File: src/rtl/cam_pkg.sv
// cam_pkg: shared constants and types for the CAM sequencing front-end.
//   NB_MEM / SIZE_ADDR  : CAM depth and index width
//   SCRUB_KEY_DEFAULT   : reserved filler key written on scrub
//   state_t             : cam_ctrl FSM states
//   RESP_*              : resp_code encodings; OP_* : resp_op encodings
package cam_pkg;

  localparam int unsigned NB_MEM     = 16;
  localparam int unsigned SIZE_ADDR  = 4;
  localparam int unsigned KEY_W      = 8;
  localparam int unsigned CNT_W      = SIZE_ADDR + 1;
  localparam int unsigned CAM_ADDR_W = SIZE_ADDR + 1;
  localparam int unsigned CODE_W     = 2;

  localparam logic [KEY_W-1:0] SCRUB_KEY_DEFAULT = 8'hFF;

  localparam logic [CODE_W-1:0] RESP_OK   = 2'b00;
  localparam logic [CODE_W-1:0] RESP_MISS = 2'b01;
  localparam logic [CODE_W-1:0] RESP_FULL = 2'b10;
  localparam logic [CODE_W-1:0] RESP_DUP  = 2'b11;

  localparam logic OP_LOOKUP = 1'b0;
  localparam logic OP_INSERT = 1'b1;

  typedef enum logic [2:0] {
    ST_SCRUB,
    ST_IDLE,
    ST_LOOK,
    ST_EVAL,
    ST_WRITE,
    ST_RESP
  } state_t;

endpackage

File: src/rtl/rr_arb2.sv
// rr_arb2: two-way round-robin arbiter between the insert and lookup ports.
//   en        : arbitration allowed this cycle
//   ins_valid : insert requester valid
//   lk_valid  : lookup requester valid
//   gnt       : one-hot {insert, lookup}; exactly one bit high whenever en
//   fire      : granted port is also valid (handshake)
module rr_arb2
  import cam_pkg::*;
(
  input  logic       clk,
  input  logic       rst_n,
  input  logic       en,
  input  logic       ins_valid,
  input  logic       lk_valid,
  output logic [1:0] gnt,
  output logic       fire
);

  logic last;
  logic pick_ins;

  // Prefer the port that was not granted last; an idle arbiter still offers
  // ready to that port so exactly one ready is up while enabled.
  always_comb begin
    pick_ins = 1'b0;
    gnt      = 2'b00;
    if (lk_valid) begin
      pick_ins = ins_valid && (last == OP_LOOKUP);
    end else begin
      pick_ins = ins_valid || (last == OP_LOOKUP);
    end
    if (en) begin
      gnt = pick_ins ? 2'b10 : 2'b01;
    end
  end

  assign fire = (gnt[1] && ins_valid) || (gnt[0] && lk_valid);

  // Last granted port; starts at lookup so insert wins the first tie.
  always_ff @(posedge clk or negedge rst_n) begin
    if (!rst_n) begin
      last <= OP_LOOKUP;
    end else if (fire) begin
      last <= gnt[1] ? OP_INSERT : OP_LOOKUP;
    end
  end

endmodule

File: src/rtl/cam_ctrl.sv
// cam_ctrl: arbitrates insert/lookup requesters onto a 16-entry CAM, keeps
// keys unique and densely packed, and scrubs the CAM on reset or clr.
//   ins_* / lk_*   : valid/ready request ports with 8-bit keys
//   clr            : scrub request pulse (held pending until serviced)
//   resp_*         : one-cycle registered response (op, code, index)
//   count / busy   : valid-entry count and non-IDLE indication
//   cam_*          : control/data pins of the attached cam instance
module cam_ctrl
  import cam_pkg::*;
#(
  parameter logic [KEY_W-1:0] SCRUB_KEY = SCRUB_KEY_DEFAULT
) (
  input  logic                  clk,
  input  logic                  rst_n,
  input  logic                  ins_valid,
  output logic                  ins_ready,
  input  logic [KEY_W-1:0]      ins_key,
  input  logic                  lk_valid,
  output logic                  lk_ready,
  input  logic [KEY_W-1:0]      lk_key,
  input  logic                  clr,
  output logic                  resp_valid,
  output logic                  resp_op,
  output logic [CODE_W-1:0]     resp_code,
  output logic [SIZE_ADDR-1:0]  resp_idx,
  output logic [CNT_W-1:0]      count,
  output logic                  busy,
  output logic                  cam_enable,
  output logic                  cam_write,
  output logic [CAM_ADDR_W-1:0] cam_addr,
  output logic [KEY_W-1:0]      cam_data,
  input  logic [CAM_ADDR_W-1:0] cam_out,
  input  logic                  cam_found
);

  state_t                state_q, state_d;
  logic [SIZE_ADDR-1:0]  ptr_q;
  logic [SIZE_ADDR-1:0]  idx_q;
  logic [CNT_W-1:0]      count_q;
  logic [KEY_W-1:0]      key_q;
  logic                  op_q;
  logic                  clr_pend_q;
  logic                  resp_valid_q;
  logic                  resp_op_q;
  logic [CODE_W-1:0]     resp_code_q;
  logic [SIZE_ADDR-1:0]  resp_idx_q;

  logic                  arb_en;
  logic                  fire;
  logic [1:0]            gnt;
  logic                  resp_load;
  logic                  count_inc;
  logic                  clr_accept;
  logic [CODE_W-1:0]     resp_code_d;
  logic [SIZE_ADDR-1:0]  resp_idx_d;

  // The CAM never reports an index above 15; the top bit carries nothing.
  logic                  unused_cam_msb;
  assign unused_cam_msb = cam_out[SIZE_ADDR];

  assign arb_en = (state_q == ST_IDLE) && !clr_pend_q;

  rr_arb2 u_arb (
    .clk       (clk),
    .rst_n     (rst_n),
    .en        (arb_en),
    .ins_valid (ins_valid),
    .lk_valid  (lk_valid),
    .gnt       (gnt),
    .fire      (fire)
  );

  assign ins_ready  = gnt[1];
  assign lk_ready   = gnt[0];
  assign resp_valid = resp_valid_q;
  assign resp_op    = resp_op_q;
  assign resp_code  = resp_code_q;
  assign resp_idx   = resp_idx_q;
  assign count      = count_q;

  // State register.
  always_ff @(posedge clk or negedge rst_n) begin
    if (!rst_n) begin
      state_q <= ST_SCRUB;
    end else begin
      state_q <= state_d;
    end
  end

  // Next-state and decoded CAM controls.
  always_comb begin
    state_d     = state_q;
    busy        = 1'b1;
    cam_enable  = 1'b0;
    cam_write   = 1'b0;
    cam_addr    = '0;
    cam_data    = key_q;
    resp_load   = 1'b0;
    resp_code_d = RESP_OK;
    resp_idx_d  = '0;
    count_inc   = 1'b0;
    clr_accept  = 1'b0;
    case (state_q)
      ST_SCRUB: begin
        cam_write = 1'b1;
        cam_addr  = {1'b0, ptr_q};
        cam_data  = SCRUB_KEY;
        if (ptr_q == SIZE_ADDR'(NB_MEM - 1)) state_d = ST_IDLE;
      end
      ST_IDLE: begin
        busy = 1'b0;
        if (clr_pend_q) begin
          clr_accept = 1'b1;
          state_d    = ST_SCRUB;
        end else if (fire) begin
          state_d = ST_LOOK;
        end
      end
      ST_LOOK: begin
        // The reserved key never reaches the CAM: it would match every scrubbed slot.
        if (key_q == SCRUB_KEY) begin
          resp_load   = 1'b1;
          resp_code_d = (op_q == OP_INSERT) ? RESP_DUP : RESP_MISS;
          state_d     = ST_RESP;
        end else begin
          cam_enable = 1'b1;
          state_d    = ST_EVAL;
        end
      end
      ST_EVAL: begin
        if (op_q == OP_LOOKUP) begin
          resp_load   = 1'b1;
          resp_code_d = cam_found ? RESP_OK : RESP_MISS;
          resp_idx_d  = cam_found ? idx_q : '0;
          state_d     = ST_RESP;
        end else if (cam_found) begin
          resp_load   = 1'b1;
          resp_code_d = RESP_DUP;
          resp_idx_d  = idx_q;
          state_d     = ST_RESP;
        end else if (count_q == CNT_W'(NB_MEM)) begin
          resp_load   = 1'b1;
          resp_code_d = RESP_FULL;
          state_d     = ST_RESP;
        end else begin
          state_d = ST_WRITE;
        end
      end
      ST_WRITE: begin
        // No deletes, so the next free slot is always count.
        cam_write   = 1'b1;
        cam_addr    = {1'b0, count_q[SIZE_ADDR-1:0]};
        count_inc   = 1'b1;
        resp_load   = 1'b1;
        resp_code_d = RESP_OK;
        resp_idx_d  = count_q[SIZE_ADDR-1:0];
        state_d     = ST_RESP;
      end
      ST_RESP: begin
        state_d = ST_IDLE;
      end
      default: begin
        state_d = ST_SCRUB;
      end
    endcase
  end

  // Datapath: scrub pointer, entry count, latched request, pending clear, response.
  always_ff @(posedge clk or negedge rst_n) begin
    if (!rst_n) begin
      ptr_q        <= '0;
      count_q      <= '0;
      key_q        <= '0;
      op_q         <= OP_LOOKUP;
      idx_q        <= '0;
      clr_pend_q   <= 1'b0;
      resp_valid_q <= 1'b0;
      resp_op_q    <= OP_LOOKUP;
      resp_code_q  <= RESP_OK;
      resp_idx_q   <= '0;
    end else begin
      ptr_q <= (state_q == ST_SCRUB) ? ptr_q + SIZE_ADDR'(1) : '0;

      if (clr_accept || state_q == ST_SCRUB) begin
        count_q <= '0;
      end else if (count_inc) begin
        count_q <= count_q + CNT_W'(1);
      end

      if (fire) begin
        key_q <= gnt[1] ? ins_key : lk_key;
        op_q  <= gnt[1] ? OP_INSERT : OP_LOOKUP;
      end

      // cam_out is only meaningful while cam_data still holds the key.
      if (state_q == ST_LOOK) idx_q <= cam_out[SIZE_ADDR-1:0];

      clr_pend_q <= clr || (clr_pend_q && !clr_accept);

      resp_valid_q <= resp_load;
      if (resp_load) begin
        resp_op_q   <= op_q;
        resp_code_q <= resp_code_d;
        resp_idx_q  <= resp_idx_d;
      end
    end
  end

endmodule

File: config.mk
export PLATFORM = sky130hd
export DESIGN_NAME = cam_ctrl
export DESIGN_NICKNAME = d
export VERILOG_FILES = /design/src/rtl/cam_pkg.sv /design/src/rtl/rr_arb2.sv /design/src/rtl/cam_ctrl.sv
export SDC_FILE = /design/constraint.sdc
export NUM_CORES = 1
export LEC_CHECK = 0
export CORE_MARGIN = 5
export CORE_UTILIZATION = 50
export DETAILED_ROUTE_END_ITERATION = 7
export PLACE_DENSITY = 0.93
export SETUP_SLACK_MARGIN = 0.2
export SYNTH_ARGS = -nofsm -noshare
export SYNTH_HDL_FRONTEND = slang
export SYNTH_SLANG_ARGS = --single-unit
File: constraint.sdc
create_clock -name clk -period 3.47 [get_ports clk]
set_clock_uncertainty 0.15 [all_clocks]
set_input_delay 0.694 -clock clk [delete_from_list [all_inputs] [get_ports clk]]
set_output_delay 0.694 -clock clk [all_outputs]
set_load 0.03 [all_outputs]
==> results.sh <==
export IMPL_comb_power_share_pct=52.0
export IMPL_setup_viol=0
export IMPL_gr_usage_met1_pct=23.3
export IMPL_clock_path_buffers=2
export IMPL_max_freq_ghz=0.328
export IMPL_final_nets=263
export IMPL_routed_via_density=5.39
export IMPL_maxSlewHeadroom_pct=51.1
export IMPL_synth_area_um2=1850
export IMPL_hold_violations=0
export IMPL_place_ws_ps=243
export IMPL_outcome="completed"
export IMPL_worstSetupStartpointType="register"
export IMPL_seq_area_um2=852
export IMPL_synthCells=176
export IMPL_leakagePower_nw=1.12
export IMPL_vias=1521
export IMPL_ant_nets=0
export IMPL_grt_pass1_vias=1610
export IMPL_hpwl_um=3180
export IMPL_dr_pass1_iters=4
export IMPL_use_met3_pct=4.40
export IMPL_core_um2=3630
export IMPL_worst_slack_ps=422
export IMPL_cp_buffers_inverters=1
export IMPL_cp_slowest_stage_delay_ps=690
export IMPL_area_delta_synth_final_pct=36.8
export IMPL_clock_sinks=34
export IMPL_met2_usage_pct=30.2
export IMPL_cp_data_required_time_ps=2630
export IMPL_async_flop_share_pct=100
export IMPL_hold_path_class="reg2reg"
export IMPL_start_util_pct=50.9
export IMPL_sequentialPowerShare_pct=32.2
export IMPL_tightest_slew_ps=731
export IMPL_power_switching_share_pct=42.1
export IMPL_end_kind="output port"
export IMPL_fillCellCount=258
export IMPL_clock_latency_ps=280
export IMPL_portBuffers=55
export IMPL_cap_violations=0
export IMPL_maxSlewViolCount=0
export IMPL_powerDensity_nw_per_um2=835
export IMPL_layout_drive_gt1_share_pct=12.8
export IMPL_grt_busiest_layer="met2"
export IMPL_peakVddDrop_v=0.000582
export IMPL_reg2reg_from="count[1]"
export IMPL_cts_tree="built"
export IMPL_grt_max_degree=35
export IMPL_post_drt_wl_per_cell_um=15.4
export IMPL_p_int_mw=1.22
export IMPL_path_delay_family="simple AND/OR/NAND/NOR gates"
export IMPL_grt_antenna_before_repair=0
export IMPL_cp_max_fo=12
export IMPL_htreeDepth=2
export IMPL_numCtsBuffers=5
export IMPL_fin_crit_ps=3050
export IMPL_cpMaxStageDelayCell="clkdlybuf4s50_1"
export IMPL_grt_pass1_wl_um=7420
export IMPL_clockRootBuffer="clkbuf_8"
export IMPL_grt_usage_pct=18.5
export IMPL_seq_area_frac_synth_pct=46.0
export IMPL_netSwitchingPower_mw=0.891
export IMPL_yosysWarnings=0
export IMPL_path_class="reg2out"
export IMPL_die_area_um2=5020
export IMPL_rows=22
export IMPL_drcViolationCount=0
export IMPL_synth_distinct_cells=44
export IMPL_path_cells="or3_1, nand2b_1, clkdlybuf4s50_1"
export IMPL_fin_hold_ws_ps=332
export IMPL_diodes=0
export IMPL_ioPinCount=58
export IMPL_overflow=0
export IMPL_clock_power_share_pct=15.8
export IMPL_ys_ff_latch=34
export IMPL_min_delay_start="resp_idx[3]"
export IMPL_final_setup_tns_ps=0
export IMPL_syn_nets=206
export IMPL_multi_input_area_um2=900
export IMPL_rsz0062_at_grt="false"
export IMPL_synth_flop_cell="dfrtp_1"
export IMPL_synth_edf_count=0
export IMPL_avgSynthCellArea_um2=10.5
export IMPL_die_w_um=70.8
export IMPL_clk_pin_slew_ps=70
export IMPL_die_y_um=70.8
export IMPL_first_iter_violations=120
export IMPL_cp_arrival_ps=2200
export IMPL_period_share_pct=87.8
export IMPL_setup_worst_path_start="state_q[1]"
export IMPL_place_congestion=0.806
export IMPL_drt_total_wl_um=4340
## synthesized netlist by cell type (2+ instances only)
| cell | number | share of area (%) |
|---|---|---|
| a21o_1 | 5 | 2.0 |
| ha_1 | 3 | 2.0 |
| o21ai_0 | 3 | 0.81 |
| nor3_1 | 4 | 1.1 |
| dfrtp_1 | 34 | 46 |
| a21oi_2 | 2 | 0.95 |
| xor2_1 | 4 | 1.9 |
| buf_2 | 4 | 1.1 |
| nand2b_1 | 9 | 3.0 |
| nand2_1 | 9 | 1.8 |
| nor2_2 | 2 | 0.68 |
| a22o_1 | 2 | 0.95 |
| a21oi_1 | 9 | 2.4 |
| nand4_1 | 5 | 1.7 |
| mux2_2 | 4 | 2.4 |
| nor2_1 | 26 | 5.3 |
| xnor2_1 | 3 | 1.4 |
| inv_1 | 10 | 2.0 |
| mux2i_1 | 13 | 7.0 |
## what timing repair did
action                                  CTS  global route
gates resized for setup                   0             2
endpoints found under the hold margin     0             0
endpoints found under the setup margin    0             1
buffers inserted                          0             0
hold buffers                              0             0
## worst reg2reg max path: stages, from the launching register on
cell and delay, ps:
dfrtp_1 450, inv_1 120, ha_1 200, nand4bb_4 140, a311oi_4 400, nor3_4 120, mux2_4 330
## per-stage QoR
stage / util, % / area, µm² / std cells / power [mW]
after detailed placement: 66.6 / 2420 / 274 / 1.78
final: 69.7 / 2530 / 282 / 2.12
after CTS: 69.6 / 2530 / 282 / 2.12
after floorplan: - / 1850 / 176 / 1.39
after global placement: 66.6 / 2420 / 274 / 1.74
after global routing: 69.7 / 2530 / 282 / 2.25
## cells by family (layout without fill, tap and decap cells)
family                     Yosys count  in the layout  synth area share (%)
and+or+nand+nor                     66             66                  21.1
DFF                                 34             34                  46.0
AOI/OAI and AO/OA                   28             28                  11.2
muxes                               18             18                  10.3
buffers and inverters               18             76                  5.41
xor gates and xnor gates             7              7                  3.31
adders and majority gates            4              4                  2.57
other                                1              1                 0.203
## cell type report
cell class	instances	area share (%)
multi-input combinational	124	35.5
sequential	34	33.6
timing repair buffer	58	22.6
clock buffer	8	4.35
tap	48	2.37
inverter	10	1.48
## final timing paths
check	slack, ps	cells after the start	endpoint
min in group asynchronous	670	2	key_q[1]
worst max register to register	1450	6	resp_op
worst min-delay path	330	1	resp_idx[3]
max in group asynchronous	2180	2	state_q[0]
worst max-delay path	420	3	cam_data[3]
worst min register to register	330	1	resp_idx[3]
## layer usage
metal  up-vias  part of all wire (%)
li1        716                     -
met5         -                     0
met1       722                    41
met3        20                   5.2
met2        63                    51
met4         0                   3.0
## power groups by stage
stage | combinational, mW | clock, mW | sequential, mW
floorplan | 0.695 | 0 | 0.698
global placement | 1.07 | 0 | 0.670
detailed placement | 1.09 | 0 | 0.681
CTS | 1.11 | 0.337 | 0.677
global route | 1.19 | 0.354 | 0.700
finish | 1.10 | 0.335 | 0.681
## layout by cell type (no fill, tap or decap), drive strengths merged, types with 2 or more instances in the layout
cell type and count:
clkdlybuf4s50 53, dfrtp 34, nor2 29, mux2i 13, a21oi 11, inv 10, nand2 9, nand2b 9
clkbuf 8, nand4 5, a21o 5, nor3 5, mux2 5, xor2 4, buf 4, xnor2 3
o21ai 3, ha 3, a22o 2
## state kept, by name (all words and copies together) (netlist names)
| register | flops |
|---|---|
| resp_valid | 1 |
| resp_op | 1 |
| ptr_q | 4 |
| resp_code | 2 |
| clr_pend_q | 1 |
| resp_idx | 4 |
| key_q | 8 |
| u_arb.last | 1 |
| count | 5 |
| state_q | 3 |
| idx_q | 4 |
Power figures use the tool's default switching activity.
